[config.mk]
export PLATFORM = sky130hd
export DESIGN_NAME = sub_tc_iter_flat
export DESIGN_NICKNAME = d
export VERILOG_FILES = /design/src/rtl/sub_tc_iter_pkg.sv /design/src/rtl/sub_tc_iter_if.sv /design/src/rtl/sub_tc_iter_grp_add.sv /design/src/rtl/sub_tc_iter.sv /design/src/flat_wrapper.sv
export SDC_FILE = /design/constraint.sdc
export NUM_CORES = 1
export LEC_CHECK = 0
export ABC_AREA = 1
export CAP_MARGIN = 20
export CORE_ASPECT_RATIO = 1.75
export CORE_UTILIZATION = 24
export DETAILED_ROUTE_END_ITERATION = 8
export PLACE_DENSITY = 0.49
export REMOVE_ABC_BUFFERS = 1
export SYNTH_ARGS = -nofsm -noshare
export SYNTH_HDL_FRONTEND = slang
export SYNTH_SLANG_ARGS = --single-unit
[constraint.sdc]
create_clock -name clk -period 3.35 [get_ports clk]
set_input_delay 0.5025 -clock clk [delete_from_list [all_inputs] [get_ports clk]]
set_output_delay 0.5025 -clock clk [all_outputs]
set_load 0.01 [all_outputs]
[src/rtl/sub_tc_iter_pkg.sv]
// Shared arithmetic definitions for the iterative subtractor.
// Holds the FSM state type, the default group size and the group-count helper.
package sub_tc_iter_pkg;

    typedef enum logic [1:0] {
        IDLE = 2'd0,
        RUN  = 2'd1,
        DONE = 2'd2
    } state_t;

    localparam int GRP_DEF = 4;

    function automatic int ng_of(input int width, input int grp);
        return width / grp;
    endfunction

endpackage

[src/rtl/sub_tc_iter_if.sv]
// Operand/result handshake bundle for sub_tc_iter.
// The master issues operands and consumes results; the slave is the subtractor.
interface sub_tc_iter_if #(
    parameter int WIDTH = 16
);
    logic             in_valid;
    logic             in_ready;
    logic [WIDTH-1:0] a;
    logic [WIDTH-1:0] b;
    logic             out_valid;
    logic             out_ready;
    logic [WIDTH:0]   diff;
    logic             ovf;

    modport master (
        output in_valid, a, b, out_ready,
        input  in_ready, out_valid, diff, ovf
    );

    modport slave (
        input  in_valid, a, b, out_ready,
        output in_ready, out_valid, diff, ovf
    );
endinterface

[src/rtl/sub_tc_iter_grp_add.sv]
// GRP-bit group adder with carry-in/carry-out and group propagate/generate.
// P/G are exported so a lookahead carry chain can be built from several groups.
module grp_add #(
    parameter int GRP = 4
) (
    input  logic [GRP-1:0] a,
    input  logic [GRP-1:0] b,
    input  logic           ci,
    output logic [GRP-1:0] sum,
    output logic           co,
    output logic           p,
    output logic           g
);
    logic [GRP:0] full;

    assign full = {1'b0, a} + {1'b0, b} + {{GRP{1'b0}}, ci};
    assign sum  = full[GRP-1:0];
    assign co   = full[GRP];
    assign p    = &(a ^ b);
    // When every bit propagates, the carry-out is just the carry-in, so no generate.
    assign g    = full[GRP] & ~p;
endmodule

[src/rtl/sub_tc_iter.sv]
// Iterative two's-complement subtractor: diff = a - b as an exact (WIDTH+1)-bit result.
// One GRP-bit group is summed per clock as a + ~b + 1 with a registered carry.
module sub_tc_iter
    import sub_tc_iter_pkg::*;
#(
    parameter int WIDTH = 16,
    parameter int GRP   = GRP_DEF
) (
    input  logic         clk,
    input  logic         rst,
    sub_tc_iter_if.slave bus
);
    localparam int NG    = ng_of(WIDTH, GRP);
    localparam int CNT_W = (NG > 1) ? $clog2(NG) : 1;
    localparam int SH_W  = $clog2(WIDTH + 1);

    state_t state;
    state_t next_state;

    logic [WIDTH-1:0] a_reg;
    logic [WIDTH-1:0] nb_reg;
    logic             carry;
    logic [CNT_W-1:0] cnt;
    logic [WIDTH:0]   diff_reg;
    logic             ovf_reg;

    logic [SH_W-1:0]  base;
    logic [GRP-1:0]   a_g;
    logic [GRP-1:0]   nb_g;
    logic [GRP-1:0]   grp_sum;
    logic             grp_co;
    logic             grp_p;
    logic             grp_g;
    logic             last;
    logic             top_bit;
    logic [WIDTH:0]   grp_mask;
    logic [WIDTH:0]   grp_bits;
    logic [WIDTH:0]   diff_run;

    assign base = SH_W'(cnt) * SH_W'(GRP);
    assign a_g  = GRP'(a_reg >> base);
    assign nb_g = GRP'(nb_reg >> base);
    assign last = (cnt == CNT_W'(NG - 1));

    grp_add #(.GRP(GRP)) u_grp_add (
        .a   (a_g),
        .b   (nb_g),
        .ci  (carry),
        .sum (grp_sum),
        .co  (grp_co),
        .p   (grp_p),
        .g   (grp_g)
    );

    // Sign bit of the exact result: both operands sign-extended by one bit.
    assign top_bit  = a_reg[WIDTH-1] ^ nb_reg[WIDTH-1] ^ grp_co;
    assign grp_mask = {{(WIDTH + 1 - GRP){1'b0}}, {GRP{1'b1}}} << base;
    assign grp_bits = {{(WIDTH + 1 - GRP){1'b0}}, grp_sum} << base;

    always_comb begin
        diff_run = (diff_reg & ~grp_mask) | grp_bits;
        if (last) begin
            diff_run[WIDTH] = top_bit;
        end
    end

    always_comb begin
        next_state = state;
        case (state)
            IDLE:    if (bus.in_valid) next_state = RUN;
            RUN:     if (last) next_state = DONE;
            DONE:    if (bus.out_ready) next_state = IDLE;
            default: next_state = IDLE;
        endcase
    end

    always_ff @(posedge clk) begin
        if (rst) begin
            state <= IDLE;
        end else begin
            state <= next_state;
        end
    end

    // Carry into the next group uses the lookahead form so P/G stay live.
    always_ff @(posedge clk) begin
        if (rst) begin
            a_reg    <= '0;
            nb_reg   <= '0;
            carry    <= 1'b0;
            cnt      <= '0;
            diff_reg <= '0;
            ovf_reg  <= 1'b0;
        end else begin
            case (state)
                IDLE: begin
                    if (bus.in_valid) begin
                        a_reg    <= bus.a;
                        nb_reg   <= ~bus.b;
                        carry    <= 1'b1;
                        cnt      <= '0;
                        diff_reg <= '0;
                        ovf_reg  <= 1'b0;
                    end
                end
                RUN: begin
                    diff_reg <= diff_run;
                    carry    <= grp_g | (grp_p & carry);
                    cnt      <= cnt + 1'b1;
                    if (last) begin
                        ovf_reg <= top_bit ^ grp_sum[GRP-1];
                    end
                end
                default: ;
            endcase
        end
    end

    assign bus.in_ready  = (state == IDLE);
    assign bus.out_valid = (state == DONE);
    assign bus.diff      = diff_reg;
    assign bus.ovf       = ovf_reg;
endmodule
[src/flat_wrapper.sv]
// flat-port wrapper written by rule: the top's interface ports become plain ports
module sub_tc_iter_flat import sub_tc_iter_pkg::*;
#(
    parameter int WIDTH = 16,
    parameter int GRP   = GRP_DEF
)
  (clk, rst, bus_in_valid, bus_a, bus_b, bus_out_ready, bus_in_ready, bus_out_valid, bus_diff, bus_ovf);
  sub_tc_iter_if #(.WIDTH(WIDTH)) bus_i ();
  input  logic clk;
  input  logic rst;
  input wire logic [$bits(bus_i.in_valid)-1:0] bus_in_valid;
  input wire logic [$bits(bus_i.a)-1:0] bus_a;
  input wire logic [$bits(bus_i.b)-1:0] bus_b;
  input wire logic [$bits(bus_i.out_ready)-1:0] bus_out_ready;
  output wire logic [$bits(bus_i.in_ready)-1:0] bus_in_ready;
  output wire logic [$bits(bus_i.out_valid)-1:0] bus_out_valid;
  output wire logic [$bits(bus_i.diff)-1:0] bus_diff;
  output wire logic [$bits(bus_i.ovf)-1:0] bus_ovf;
  assign bus_i.in_valid = bus_in_valid;
  assign bus_i.a = bus_a;
  assign bus_i.b = bus_b;
  assign bus_i.out_ready = bus_out_ready;
  assign bus_in_ready = bus_i.in_ready;
  assign bus_out_valid = bus_i.out_valid;
  assign bus_diff = bus_i.diff;
  assign bus_ovf = bus_i.ovf;
  sub_tc_iter #(.WIDTH(WIDTH), .GRP(GRP)) u_core (.clk(clk), .rst(rst), .bus(bus_i));
endmodule
==> impl_metrics.json <==
{
  "status": "complete, but fails checks",
  "violations": "design-rule violations",
  "r2r_cells": 12,
  "slew_viol_final": 0,
  "start_kind": "flip-flop",
  "numCtsBuffers": 5,
  "sw_frac_of_total_pct": 29.13,
  "synth_top_flop_cell": "dfxtp_1",
  "clk_pin_slew_worst_paths_ps": 70,
  "fillers": 1167,
  "globalplace.congestion": 0.8692,
  "nets": 435,
  "io_pins": 56,
  "holdWs_ps": 458.6,
  "avgRoutedWirePerCell_um": 12.61,
  "min_from": "u_core.bus.diff[5]$_SDFFE_PP0P_",
  "track_usage_pct": 12.64,
  "drive_above_1_share_pct": 5.385,
  "crit_required_ps": 3580,
  "dpl-instance-area_um2": 3141,
  "io_buffers": 55,
  "synth_top_area_share_pct": 44.02,
  "synth-edff-count": 0,
  "syn_to_final_growth_pct": 31.07,
  "dp_hpwl_mm": 4.919,
  "fp.dieW_um": 79.17,
  "syn_avg_cell_area_um2": 7.356,
  "clockBufferDepth": 2,
  "yosysMostFrequentCell": "nand2_1",
  "drt-initial-drc-count": 99,
  "drc": 2,
  "grt_first_pass_wirelength_mm": 10.47,
  "ys_types": 22,
  "ctsHtreeMaxLevel": 2,
  "vias": 2318,
  "gr-total-overflow": 0,
  "yosysWarnings": 0,
  "cts_resized": 0,
  "fin_crit_sh_pct": 85.44,
  "synthTopCellsByArea": "dfxtp_1, o21ai_0, nand2_1, a21oi_1, nor2_1",
  "whs_path_depth": 2,
  "yosys-top-cells-count": "nand2_1, dfxtp_1, nor2_1",
  "vdd_drop_max_mv": 0.1868,
  "power.clock.fraction_pct": 31.4,
  "core_um2": 10180,
  "diodes": 0,
  "largest_register_ffs": 17,
  "cts_setup_buffers": 0,
  "firstDrtPassIters": 6,
  "synth-async-reset-ratio_pct": 0,
  "ant_nets": 0,
  "power_frac_seq_pct": 45.9,
  "syn-cell-area_um2": 2501,
  "p_leak_nw": 1.294,
  "rr_endpoint": "u_core.bus.ovf$_SDFFE_PP0P_",
  "cts.sinks": 55,
  "hold_end": "u_core.bus.diff[5]$_SDFFE_PP0P_",
  "finalHoldViolations": 0,
  "switchingPower_mw": 0.4629,
  "cp-end-kind": "flip-flop",
  "die_area_um2": 10850,
  "initial_core_util_pct": 24.58,
  "power_frac_comb_pct": 22.8,
  "wl_mm": 6.519,
  "synth_cells": 340,
  "min_period_ps": 2862,
  "setup_tns_ps": 0,
  "fmax_mhz": 349.4,
  "max_slew_margin_pct": 56.54,
  "cts_hold_buf": 0,
  "reg2reg_from": "u_core.cnt[1]$_SDFFE_PP0P_",
  "viasPerCell": 4.484,
  "arrival_ps": 3090,
  "cp_max_fo": 13,
  "rsz0062_at_grt": "false",
  "skew_ps": 5.128,
  "yosysSeqAreaShare_pct": 44.02,
  "clock_latency_ps": 290,
  "min_path_type": "reg2reg",
  "worstMarginPinSlew_ps": 651.0,
  "num_rows": 49,
  "synth_seq_cells": 55,
  "regToRegSetupSlack_ps": 490,
  "intPower_mw": 1.126,
  "crit_type": "reg2reg",
  "cts_tree": "yes",
  "yosysTopAreaCell": "dfxtp_1",
  "drv_cap": 0,
  "grt_pass1_vias": 2196,
  "grt_max_degree": 46,
  "stdcell_area_um2": 3278,
  "setup_viol": 0,
  "powerDensity_nw_per_um2": 484.8,
  "die_h_um": 137.0,
  "cts_root_buf": "clkbuf_16",
  "antenna_found_initial": 0
}
-- logic make-up (layout without fill, tap and decap cells) --
| family | after synthesis | after routing | share of synthesized area [%] |
|---|---|---|---|
| and+or+nand+nor | 135 | 135 | 21.91 |
| AOI/OAI and AO/OA | 103 | 103 | 21.26 |
| DFF | 55 | 55 | 44.02 |
| buffers and inverters | 36 | 86 | 6.853 |
| adders and majority gates | 10 | 10 | 5.603 |
| xor gates and xnor gates | 1 | 1 | 0.3502 |
-- power groups by stage --
stage	combinational (mW)	clock, mW	sequential [mW]
2_1_floorplan	0.221	0	0.741
3_5_place_dp	0.364	0	0.745
3_3_place_gp	0.362	0	0.744
4_1_cts	0.366	0.517	0.730
5_1_grt	0.410	0.543	0.735
6_report	0.362	0.498	0.729
-- layout make-up --
class	count	area [um2]	area share [%]
Clock buffer	7	132.6	4.046
Clock inverter	1	5.005	0.1527
Inverter	19	71.32	2.176
Multi-Input combinational cell	249	1229	37.48
Sequential cell	55	1101	33.59
Tap cell	127	158.9	4.847
Timing Repair Buffer	59	580.6	17.71
-- per-layer routing --
metal / vias to the layer above / routed length (um) / share of wire, % / GRT usage [%]
met2: 43 / 3520 / 54 / 23.80
met4: 0 / 193 / 3.0 / 6.061
met1: 1046 / 2575 / 39 / 12.79
li1: 1216 / - / - / -
met3: 13 / 229 / 3.5 / 2.867
met5: - / 0 / 0 / 0
-- placed cells by master, fill, tap and decap left out, drive strengths merged --
cell and n:
nand2 68, nor2 58, clkdlybuf4s50 55, dfxtp 55, o21ai 51, a21oi 43
inv 17, nand3 9, o22ai 8, ha 8, clkbuf 7, buf 4
clkinv 3, fa 2, o21a 1, xnor2 1
-- worst max-delay path, stage by stage, from the launching register on --
cell and delay [ps]:
dfxtp_1 590, clkinv_1 390, o21ai_0 170, o22ai_1 140, fa_1 460, fa_1 430
nand3_1 160, nand2_1 100, nand2_1 70, nand2_1 60, nand2_1 50, nand3_1 60
a21oi_1 110
-- metrics by stage --
stage | power [mW] | setup slack (ps) | cells | util [%]
2_1_floorplan | 0.9622 | 391.8 | 323 | -
3_3_place_gp | 1.106 | 659.5 | 509 | 30.86
3_5_place_dp | 1.109 | 528.1 | 509 | 30.86
4_1_cts | 1.613 | 513.0 | 517 | 32.21
5_1_grt | 1.688 | 241.6 | 517 | 32.21
6_report | 1.589 | 487.7 | 517 | 32.21
-- how the worst max path moves through the flow --
stage	from	end	slack (ps)	depth (start not counted)
6_report	u_core.cnt[1]$_SDFFE_PP0P_	u_core.bus.ovf$_SDFFE_PP0P_	490	12
4_1_cts	u_core.cnt[1]$_SDFFE_PP0P_	u_core.bus.ovf$_SDFFE_PP0P_	510	12
3_3_place_gp	u_core.cnt[1]$_SDFFE_PP0P_	u_core.bus.ovf$_SDFFE_PP0P_	660	12
2_1_floorplan	u_core.cnt[0]$_SDFFE_PP0P_	u_core.bus.ovf$_SDFFE_PP0P_	390	12
3_5_place_dp	u_core.cnt[1]$_SDFFE_PP0P_	u_core.bus.ovf$_SDFFE_PP0P_	530	12
5_1_grt	u_core.cnt[0]$_SDFFE_PP0P_	u_core.bus.ovf$_SDFFE_PP0P_	240	12
Power figures use the tool's default switching activity.
